## config.mk

```make
export PLATFORM = sky130hd
export DESIGN_NAME = gb_apu_sweep
export DESIGN_NICKNAME = d
export VERILOG_FILES = /design/src/rtl/gb_apu_sweep.sv
export SDC_FILE = /design/constraint.sdc
export NUM_CORES = 1
export LEC_CHECK = 0
export CORE_MARGIN = 8
export CORE_UTILIZATION = 47
export DETAILED_ROUTE_END_ITERATION = 10
export DONT_BUFFER_PORTS = 1
export SLEW_MARGIN = 20
export SYNTH_ARGS = -nofsm -noshare
export SYNTH_HDL_FRONTEND = slang
export SYNTH_SLANG_ARGS = --single-unit
```

## constraint.sdc

```tcl
create_clock -name clk -period 3.7 [get_ports clk]
set_input_delay 1.11 -clock clk [delete_from_list [all_inputs] [get_ports clk]]
set_output_delay 1.11 -clock clk [all_outputs]
set_load 0.01 [all_outputs]
```

## src/rtl/gb_apu_sweep.sv

```systemverilog
// Channel 1 frequency sweep unit: shadow frequency, sweep timer and
// write-back / overflow FSM driven by the frame sequencer's sweep tick.
module gb_apu_sweep #(
  parameter int unsigned FREQ_W = 11
) (
  input  logic              clk,
  input  logic              reset,
  input  logic              sweep_clk,
  input  logic              trigger,
  input  logic [2:0]        sweep_period,
  input  logic              sweep_negate,
  input  logic [2:0]        sweep_shift,
  input  logic [FREQ_W-1:0] freq_in,
  output logic [FREQ_W-1:0] freq_out,
  output logic              freq_wr,
  output logic              sweep_en,
  output logic              ch_disable
);

  localparam int unsigned TIMER_W = 4;

  typedef enum logic [1:0] {
    IDLE  = 2'd0,
    FIRE  = 2'd1,
    CHECK = 2'd2
  } state_t;

  state_t              state, state_n;
  logic [FREQ_W-1:0]   shadow, shadow_n;
  logic [TIMER_W-1:0]  timer, timer_n;
  logic                neg_used, neg_used_n;
  logic                sweep_en_n;
  logic [FREQ_W-1:0]   freq_out_n;
  logic                freq_wr_n;
  logic                ch_disable_n;

  logic [TIMER_W-1:0]  reload_c;
  logic [FREQ_W-1:0]   delta_c;
  logic [FREQ_W:0]     sum_c;
  logic [FREQ_W-1:0]   calc_c;
  logic                overflow_c;
  logic                fire_req_c;

  // Sweep arithmetic on the registered shadow; subtraction can never wrap
  assign reload_c   = (sweep_period == 3'd0) ? TIMER_W'(8) : TIMER_W'(sweep_period);
  assign delta_c    = shadow >> sweep_shift;
  assign sum_c      = {1'b0, shadow} + {1'b0, delta_c};
  assign overflow_c = !sweep_negate && sum_c[FREQ_W];
  assign calc_c     = sweep_negate ? (shadow - delta_c) : sum_c[FREQ_W-1:0];

  always_ff @(posedge clk or posedge reset) begin
    if (reset) begin
      state      <= IDLE;
      shadow     <= '0;
      timer      <= '0;
      neg_used   <= 1'b0;
      sweep_en   <= 1'b0;
      freq_out   <= '0;
      freq_wr    <= 1'b0;
      ch_disable <= 1'b0;
    end else begin
      state      <= state_n;
      shadow     <= shadow_n;
      timer      <= timer_n;
      neg_used   <= neg_used_n;
      sweep_en   <= sweep_en_n;
      freq_out   <= freq_out_n;
      freq_wr    <= freq_wr_n;
      ch_disable <= ch_disable_n;
    end
  end

  always_comb begin
    state_n      = state;
    shadow_n     = shadow;
    timer_n      = timer;
    neg_used_n   = neg_used;
    sweep_en_n   = sweep_en;
    freq_out_n   = freq_out;
    freq_wr_n    = 1'b0;
    ch_disable_n = 1'b0;
    fire_req_c   = 1'b0;

    if (trigger) begin
      shadow_n   = freq_in;
      timer_n    = reload_c;
      neg_used_n = 1'b0;
      sweep_en_n = (sweep_period != 3'd0) || (sweep_shift != 3'd0);
      state_n    = (sweep_shift != 3'd0) ? CHECK : IDLE;
    end else begin
      if (sweep_clk) begin
        if (timer <= TIMER_W'(1)) begin
          timer_n    = reload_c;
          fire_req_c = sweep_en && (sweep_period != 3'd0);
        end else begin
          timer_n = timer - TIMER_W'(1);
        end
      end

      case (state)
        FIRE: begin
          if (sweep_negate) neg_used_n = 1'b1;
          if (overflow_c) begin
            ch_disable_n = 1'b1;
            sweep_en_n   = 1'b0;
            state_n      = IDLE;
          end else if (sweep_shift != 3'd0) begin
            shadow_n   = calc_c;
            freq_out_n = calc_c;
            freq_wr_n  = 1'b1;
            state_n    = CHECK;
          end else begin
            state_n = IDLE;
          end
        end
        CHECK: begin
          if (sweep_negate) neg_used_n = 1'b1;
          if (overflow_c) begin
            ch_disable_n = 1'b1;
            sweep_en_n   = 1'b0;
          end
          state_n = IDLE;
        end
        default: begin
          if (fire_req_c) state_n = FIRE;
        end
      endcase

      // Leaving negate mode after it was used kills the channel; this wins over any write
      if (neg_used && !sweep_negate && sweep_en) begin
        ch_disable_n = 1'b1;
        sweep_en_n   = 1'b0;
        neg_used_n   = 1'b0;
        freq_wr_n    = 1'b0;
        shadow_n     = shadow;
        freq_out_n   = freq_out;
        state_n      = IDLE;
      end
    end
  end

endmodule

```

; Word-level counts from Yosys, hierarchy flattened
; Cells that the tools add are included.
[totals]
regBits = 32
inputBits = 22
output_inout_bits = 14
word_cells = 77
[op_classes]
n_addsub = 3
magnitude_cmp = 1
n_eq_ne = 4
n_shift = 1
muxes = 36
bitwise = 3
reduce_logical = 21
[ops]
columns = operator, count
row1 = 2-to-1 mux 11 bit, 6
row2 = 2-to-1 mux 1 bit, 20
row3 = 2-to-1 mux 4 bit, 4
row4 = nonzero test 3 bit, 5
row5 = adder 11 x 11 -> 12 bit, 1
row6 = right shift 11 x 3 -> 11 bit, 1
row7 = subtractor 11 bit, 1
row8 = 2-to-1 mux 2 bit, 5
row9 = nonzero test 2 bit, 3
row10 = AND reduction 5 bit, 1
row11 = nonzero test 5 bit, 1
row12 = "less-or-equal comparator 4 x 1 -> 1 bit, second input constant", 1
row13 = logical AND 1 bit, 4
row14 = "!= test 2 bit, second input constant", 2
row15 = case mux 2 bit (2 select lines), 1
row16 = AND reduction 2 bit, 2
row17 = AND reduction 4 bit, 1
row18 = "subtractor 4 x 1 -> 4 bit, second input constant", 1
row19 = zero test 3 bit, 1
row20 = NOT 1 bit, 3
row21 = "== test 2 x 1 -> 1 bit, second input constant", 1
row22 = "== test 2 bit, second input constant", 1
row23 = OR reduction 2 bit, 1
row24 = zero test 1 bit, 1
row25 = logical OR 1 bit, 1

; Logic depth before layout (Yosys ltp)
; Gate-level depths: netlist of the first run.
[depth]
word_depth = 9
depth_mapped = 17
mapped_depth_nobuf = 15

; Worst setup path before layout of the first run
; Ideal clock, no wire load.
[synth_path]
kind = input -> register
from = input port sweep_shift[1]
to = register freq_out[10]
setup_ps = 122
t_arrival_ps = 3667
required_ps = 3578
path_slack_ps = -89
path_stages = 15
path_buffers = 2
cell_sequence = buf_2 -> buf_1 -> mux2i_1 -> a21oi_1 -> nand2_1 -> o21ai_0 -> ha_1 -> fa_1 -> nor2b_1 -> nor2_1 -> o21ai_0 -> a2111oi_0 -> o22ai_1 -> xor2_1 -> o21ai_1
[synth_between]
elab_chain_cells = 5
word_cells_on_any_way = 8
[synth_lines]
columns = item, line
row1 = from (decl), 12  ; input logic [2:0] sweep_shift,
row2 = right shift 11 x 3 -> 11 bit, 46  ; assign delta_c = shadow >> sweep_shift;
row3 = adder 11 x 11 -> 12 bit, 47  ; assign sum_c = {1'b0, shadow} + {1'b0, delta_c};
row4 = logical AND 1 bit, 48  ; assign overflow_c = !sweep_negate && sum_c[FREQ_W];
row5 = NOT 1 bit (no line), n/a
row6 = AND reduction 5 bit (no line), n/a
row7 = to (signal assigned), 67  ; freq_out <= freq_out_n;
row8 = to (decl), 14  ; output logic [FREQ_W-1:0] freq_out,
; Several ways; a longest one is shown, not always the timed one.
; A chain may end at the register's enable or synchronous reset.

; Worst setup path in the final report of the first run
[layout_path]
from = input port sweep_shift[0]
to = register shadow[8]
[layout_between]
elab_chain_cells = 8
word_cells_on_any_way = 14
[layout_lines]
columns = item, line
row1 = right shift 11 x 3 -> 11 bit, 46
row2 = adder 11 x 11 -> 12 bit / subtractor 11 bit (equally long branches), "47, 49"
row3 = 2-to-1 mux 11 bit, 49  ; assign calc_c = sweep_negate ? (shadow - delta_c) : sum_c[FREQ_W-1:0];
row4 = 2-to-1 mux 11 bit, 107  ; end else if (sweep_shift != 3'd0) begin
row5 = 2-to-1 mux 11 bit, 103  ; if (overflow_c) begin
row6 = 2-to-1 mux 11 bit, 100  ; case (state)
row7 = 2-to-1 mux 11 bit, 130  ; if (neg_used && !sweep_negate && sweep_en) begin
row8 = 2-to-1 mux 11 bit, 84  ; if (trigger) begin
row9 = to (signal assigned), 63  ; shadow <= shadow_n;
row10 = to (decl), 29  ; logic [FREQ_W-1:0] shadow, shadow_n;
; Several ways; a longest one is shown, not always the timed one. The select of a mux whose other input is x is not followed.

==> results of run 1 <==
[critical path, cell delays in order]
cell and delay (ps):
mux4_2 480, nor2b_1 140, a21oi_1 240, ha_1 320, nor2_1 140, o21ai_0 130, a21oi_1 290, o21ai_0 120
a221o_1 320, xnor2_1 300, o21ai_0 130
[how the worst max path moves through the flow]
stage                          endpoint  slack (ps)  cells past startpoint
3_3_place_gp      shadow[8]$_DFFE_PP0P_        -130                     11
5_1_grt           shadow[8]$_DFFE_PP0P_          20                     11
6_report          shadow[8]$_DFFE_PP0P_         130                     11
2_1_floorplan  freq_out[10]$_DFFE_PP0P_          40                     15
3_5_place_dp      shadow[8]$_DFFE_PP0P_        -110                     11
4_1_cts           shadow[8]$_DFFE_PP0P_         150                     11
[layer usage]
layer / up-vias / wire [um]
li1: 1237 / -
met1: 1113 / 3450
met2: 47 / 3110
met3: 4 / 345
met4: 0 / 68
met5: - / 0
[final cells by class]
class                   instances  area, um^2
flip-flops and latches         32         801
fillers                       573        2870
inverters                      32         125
repair buffers                  6        57.6
well taps                      75        93.8
clock buffers                   7        96.3
multi-input cells             276        1840
[registers in the layout, indices dropped and copies added, names as in the netlist]
register and count:
freq_out 11, shadow 11, timer 4, state 2, ch_disable 1, freq_wr 1
neg_used 1, sweep_en 1
[kinds of logic (layout without fill, tap and decap cells)]
family                   count (synthesis)  count (layout)  synth area share [%]
XOR/XNOR                                 8               8                  2.46
buffers and inverters                   47              45                  7.16
adder cells (fa/ha/maj)                 29              29                  13.3
AO/OA/AOI/OAI                           99              99                  22.1
multiplexers                            14              14                  5.40
flip-flops                              32              32                  28.1
AND/OR/NAND/NOR                        126             126                  21.5
[Yosys cell counts (all sizes together) (2+ instances only)]
master / count
buf: 7
o311ai: 4
nor2: 27
inv: 31
nor2b: 7
a31oi: 6
and3: 3
nand3: 6
fa: 2
a22oi: 2
mux2i: 12
clkbuf: 8
nor3: 7
nand2: 51
o211a: 2
o31ai: 3
o22ai: 5
xnor2: 4
o21ai: 27
o21a: 3
nand2b: 9
nor3b: 5
or3: 4
o21bai: 4
xor2: 4
dfrtp: 32
ha: 27
a21oi: 31
o22a: 2
nand4: 2
o211ai: 2
[per-stage QoR]
step                area (um^2)  setup TNS, ps  hold slack [ps]  util [%]
global route               3020              0              577      51.3
finish                     3020              0              542      51.3
CTS                        3020              0              551      51.3
global placement           2920           -227              532      49.6
floorplan                  2850              0              508         -
detailed placement         2920           -195              535      49.6
[power groups by stage]
stage               registers [mW]  clock network, mW  logic (mW)
floorplan                    0.552                  0       0.666
global placement             0.587                  0       0.832
detailed placement           0.588                  0       0.832
CTS                          0.582              0.298       0.837
global route                 0.600              0.317       0.951
finish                       0.580              0.290       0.843
==> flow_metrics.tcl, run 1 <==
set metrics [dict create \
    routed_wl_mm 6.98 \
    worst_slew_pin_slew_ps 918 \
    critPathCaptureType "register" \
    cts_setup_buffers 0 \
    drtPass1Iterations 4 \
    yosysWarningCount 0 \
    grt_use_met3_pct 2.64 \
    yosysSeqAreaShare_pct 28.1 \
    outcome "finished, final reports clean" \
    fin_cells 428 \
    required_ps 3850 \
    diodes 0 \
    fin_crit_ps 3570 \
    hold_start "freq_out[5]$_DFFE_PP0P_" \
    dpl.cell_count 421 \
    synth_seq_cells 32 \
    num_vias 2401 \
    finalCritPeriodShare_pct 96.5 \
    cts_resized 0 \
    vdd_drop_max_uv 268 \
    ant_nets 0 \
    routabilityCongestion 0.896 \
    fin_nets 404 \
    mostFrequentLayoutCell "nand2_1" \
    clock_skew_ps 6.39 \
    synth_area_leaders "dfrtp_1 (28%), ha_1 (12%), nand2_1 (6.7%)" \
    p_sw_mw 0.745 \
    rows 28 \
    busiest_layer "met2" \
    htree_levels 2 \
    reg2reg_to "shadow[8]$_DFFE_PP0P_" \
    worstSetupStartpointType "input pin" \
    ctsHoldBuffers 0 \
    io_buffers 0 \
    die_area_mm2 0.00881 \
    dp_hpwl_mm 5.52 \
    numCtsBuffers 5 \
    io_pins 36 \
    power_leakage_nw 1.45 \
    synth_area_mm2 0.00285 \
    power_mw 1.71 \
    power_frac_comb_pct 49.2 \
    synth-edff-count 0 \
    power.density_mw_per_mm2 568 \
    final_layout_size_suffix_gt1_share_pct 6.52 \
    syn_inst 355 \
    core_area_mm2 0.00589 \
    drtIter0Drc 170 \
    fmax_ghz 0.280 \
    viasPerCell 5.61 \
    antenna_found_initial 0 \
    dieHeight_um 93.9 \
    timing.final.ws_setup_ps 130 \
    synth_top_area_cell "dfrtp_1" \
    syn-num-nets 406 \
    holdPathEnd "freq_out[5]$_DFFE_PP0P_" \
    setup_viol 0 \
    grtUsageMet1_pct 22.0 \
    async_flop_share_pct 100 \
    crit_path_max_fanout 15 \
    drc 0 \
    path_clk_slew_ps 60 \
    clk-insertion-delay-late_ps 280 \
    area_growth_pct 5.93 \
    r2r_setup_slack_ps 470 \
    crit_start "sweep_shift[0]" \
    r2r_cells 11 \
    grt_start_max_net_pins 35 \
    power.internal_mw 0.968 \
    grt_overflow 0 \
    holdCritPathClass "reg2reg" \
    rsz0062_at_grt "false" \
    grt_usage_pct 16.3 \
    clk_path_buf_depth 2 \
    drv_slew 0 \
    clkPwrFrac_pct 16.9 \
    clk_root_buffer_cell "clkbuf_8" \
    die_x_um 93.9 \
    timing.slew.headroom_pct 38.7 \
    cts_tree "done" \
    synthFlopType "dfrtp_1" \
    wire_per_inst_um 16.3 \
    grt_pass1_wl_mm 11.6 \
    cap_violations 0 \
    final_cell_mix "nand2_1 (51), dfrtp_1 (32), inv_1 (31)" \
    dp_worst_setup_slack_ps -115 \
    timing.rr.start "shadow[6]$_DFFE_PP0P_" \
    grt_pass1_vias 2363 \
    cp.arrival_ps 3720 \
    start_util_pct 48.4 \
    netlist.area_leader.share_pct 28.1 \
    final_hold_viol_count 0 \
    switching_share_pct 43.5 \
    whs_path_depth 2 \
    grtUsageMet2_pct 26.0 \
    worstSetupPathType "in2reg" \
    syn-mean-instance-area_um2 8.03 \
    synth_cell_type_count 56 \
    seqPwrFrac_pct 33.9 \
    cts_sinks 32 \
]
No activity file was read; power rests on OpenSTA's default activity.
==> run 2, diff against run 1 <==
Settings changed: PLACE_DENSITY from default to 0.64.
==> flow_metrics.tcl, run 2 (synthesized netlist as in run 1, its figures left out) <==
set metrics [dict create \
    outcome "finished, final reports clean" \
    ant_nets 0 \
    crit_path_max_fanout 15 \
    largestRegisters "freq_out (11), shadow (11), timer (4)" \
    hold_slack_ps 540 \
    placed_area_mm2 0.00293 \
    cts_tree "done" \
    area_growth_pct 6.19 \
    vdd_drop_max_uv 293 \
    clk_path_buf_depth 2 \
    ctsHoldBuffers 0 \
    worst_slew_pin_slew_ps 481 \
    grt_pass1_wl_mm 11.7 \
    grt_overflow 0 \
    holdPathEnd "freq_out[5]$_DFFE_PP0P_" \
    design_area_mm2 0.00303 \
    htree_levels 2 \
    viasPerCell 5.66 \
    hold_start "freq_out[5]$_DFFE_PP0P_" \
    drtPass1Iterations 4 \
    reg2reg_to "shadow[8]$_DFFE_PP0P_" \
    mostFrequentLayoutCell "nand2_1" \
    drv_slew 0 \
    drtIter0Drc 159 \
    rows 28 \
    setup_viol 0 \
    fin_nets 405 \
    cp.arrival_ps 3700 \
    worstSetupPathType "in2reg" \
    finish.utilization_pct 51.4 \
    fin_crit_ps 3540 \
    grt_pass1_vias 2359 \
    num_vias 2430 \
    diodes 0 \
    cts_sinks 32 \
    dieHeight_um 93.9 \
    power_leakage_nw 1.46 \
    power_mw 1.71 \
    path_clk_slew_ps 60 \
    io_pins 36 \
    grt_usage_pct 16.2 \
    start_util_pct 48.4 \
    critPathCaptureType "register" \
    whs_path_depth 2 \
    fmax_ghz 0.282 \
    holdCritPathClass "reg2reg" \
    die_x_um 93.9 \
    fillers 586 \
    r2r_cells 11 \
    dp_worst_setup_slack_ps -107 \
    numCtsBuffers 5 \
    antenna_found_initial 0 \
    cts_resized 0 \
    die_area_mm2 0.00881 \
    clock_skew_ps 3.99 \
    clk_root_buffer_cell "clkbuf_8" \
    timing.rr.start "shadow[6]$_DFFE_PP0P_" \
    worstSetupStartpointType "input pin" \
    finalCritPeriodShare_pct 95.8 \
    cts_setup_buffers 0 \
    final_cell_mix "nand2_1 (51), dfrtp_1 (32), inv_1 (31)" \
    final_hold_viol_count 0 \
    core_area_mm2 0.00589 \
    dp_hpwl_mm 5.44 \
    wire_per_inst_um 16.1 \
    r2r_setup_slack_ps 510 \
    timing.final.ws_setup_ps 156 \
    routed_wl_mm 6.90 \
    drc 0 \
    rsz0062_at_grt "false" \
    routabilityCongestion 0.867 \
    required_ps 3860 \
    io_buffers 0 \
    final_layout_size_suffix_gt1_share_pct 6.78 \
    power.density_mw_per_mm2 565 \
    cap_violations 0 \
    grt_start_max_net_pins 35 \
    timing.slew.headroom_pct 67.4 \
    clk-insertion-delay-late_ps 280 \
]
## run 2: cell types whose count changed in the layout (fill, tap and decap cells not counted)
| cell | previous run | this run |
|---|---|---|
| buf_4 | 5 | 6 |
## run 2: worst max path at each step
| stage | startpoint | endpoint | slack [ps] | depth (start not counted) |
|---|---|---|---|---|
| floorplan | sweep_shift[1] | freq_out[10]$_DFFE_PP0P_ | 40 | 15 |
| global placement | sweep_shift[0] | shadow[8]$_DFFE_PP0P_ | -80 | 11 |
| detailed placement | sweep_shift[0] | shadow[8]$_DFFE_PP0P_ | -110 | 11 |
| CTS | sweep_shift[0] | shadow[8]$_DFFE_PP0P_ | 170 | 11 |
| global route | sweep_shift[0] | shadow[8]$_DFFE_PP0P_ | 4 | 11 |
| finish | sweep_shift[0] | shadow[8]$_DFFE_PP0P_ | 160 | 11 |
## run 2: stage by stage
stage | std cells | setup TNS (ps)
6_report | 429 | 0
5_1_grt | 429 | 0
4_1_cts | 429 | 0
3_5_place_dp | 422 | -178
3_3_place_gp | 422 | -120
2_1_floorplan | 355 | 0
## run 2: layer usage
metal	global-route usage (%)	routed length (um)	vias up
li1	-	-	1234
met1	22.7	3470	1141
met2	24.9	3070	48
met3	2.08	275	7
met4	5.15	85	0
met5	0	0	-
## run 2: critical path: stages
cell and delay (ps):
mux4_2 490, nor2b_1 150, a21oi_1 240, ha_1 320
nor2_1 130, o21ai_0 130, a21oi_1 290, o21ai_0 120
a221o_1 320, xnor2_1 280, o21ai_0 120
## run 2: power by group
part	total [mW]	leakage, nW	internal [mW]	switching, mW
Sequential	0.581	0.396	0.451	0.130
Combinational	0.839	1.01	0.353	0.486
Clock	0.290	0.0503	0.166	0.124
Total	1.71	1.46	0.969	0.740
## run 2: final cells by class
class | count | area, um^2 | area share (%)
Sequential cell | 32 | 801 | 26.5
Multi-Input combinational cell | 276 | 1840 | 61.0
Inverter | 32 | 125 | 4.14
Timing Repair Buffer | 7 | 65.1 | 2.15
Tap cell | 75 | 93.8 | 3.10
Clock buffer | 7 | 96.3 | 3.18
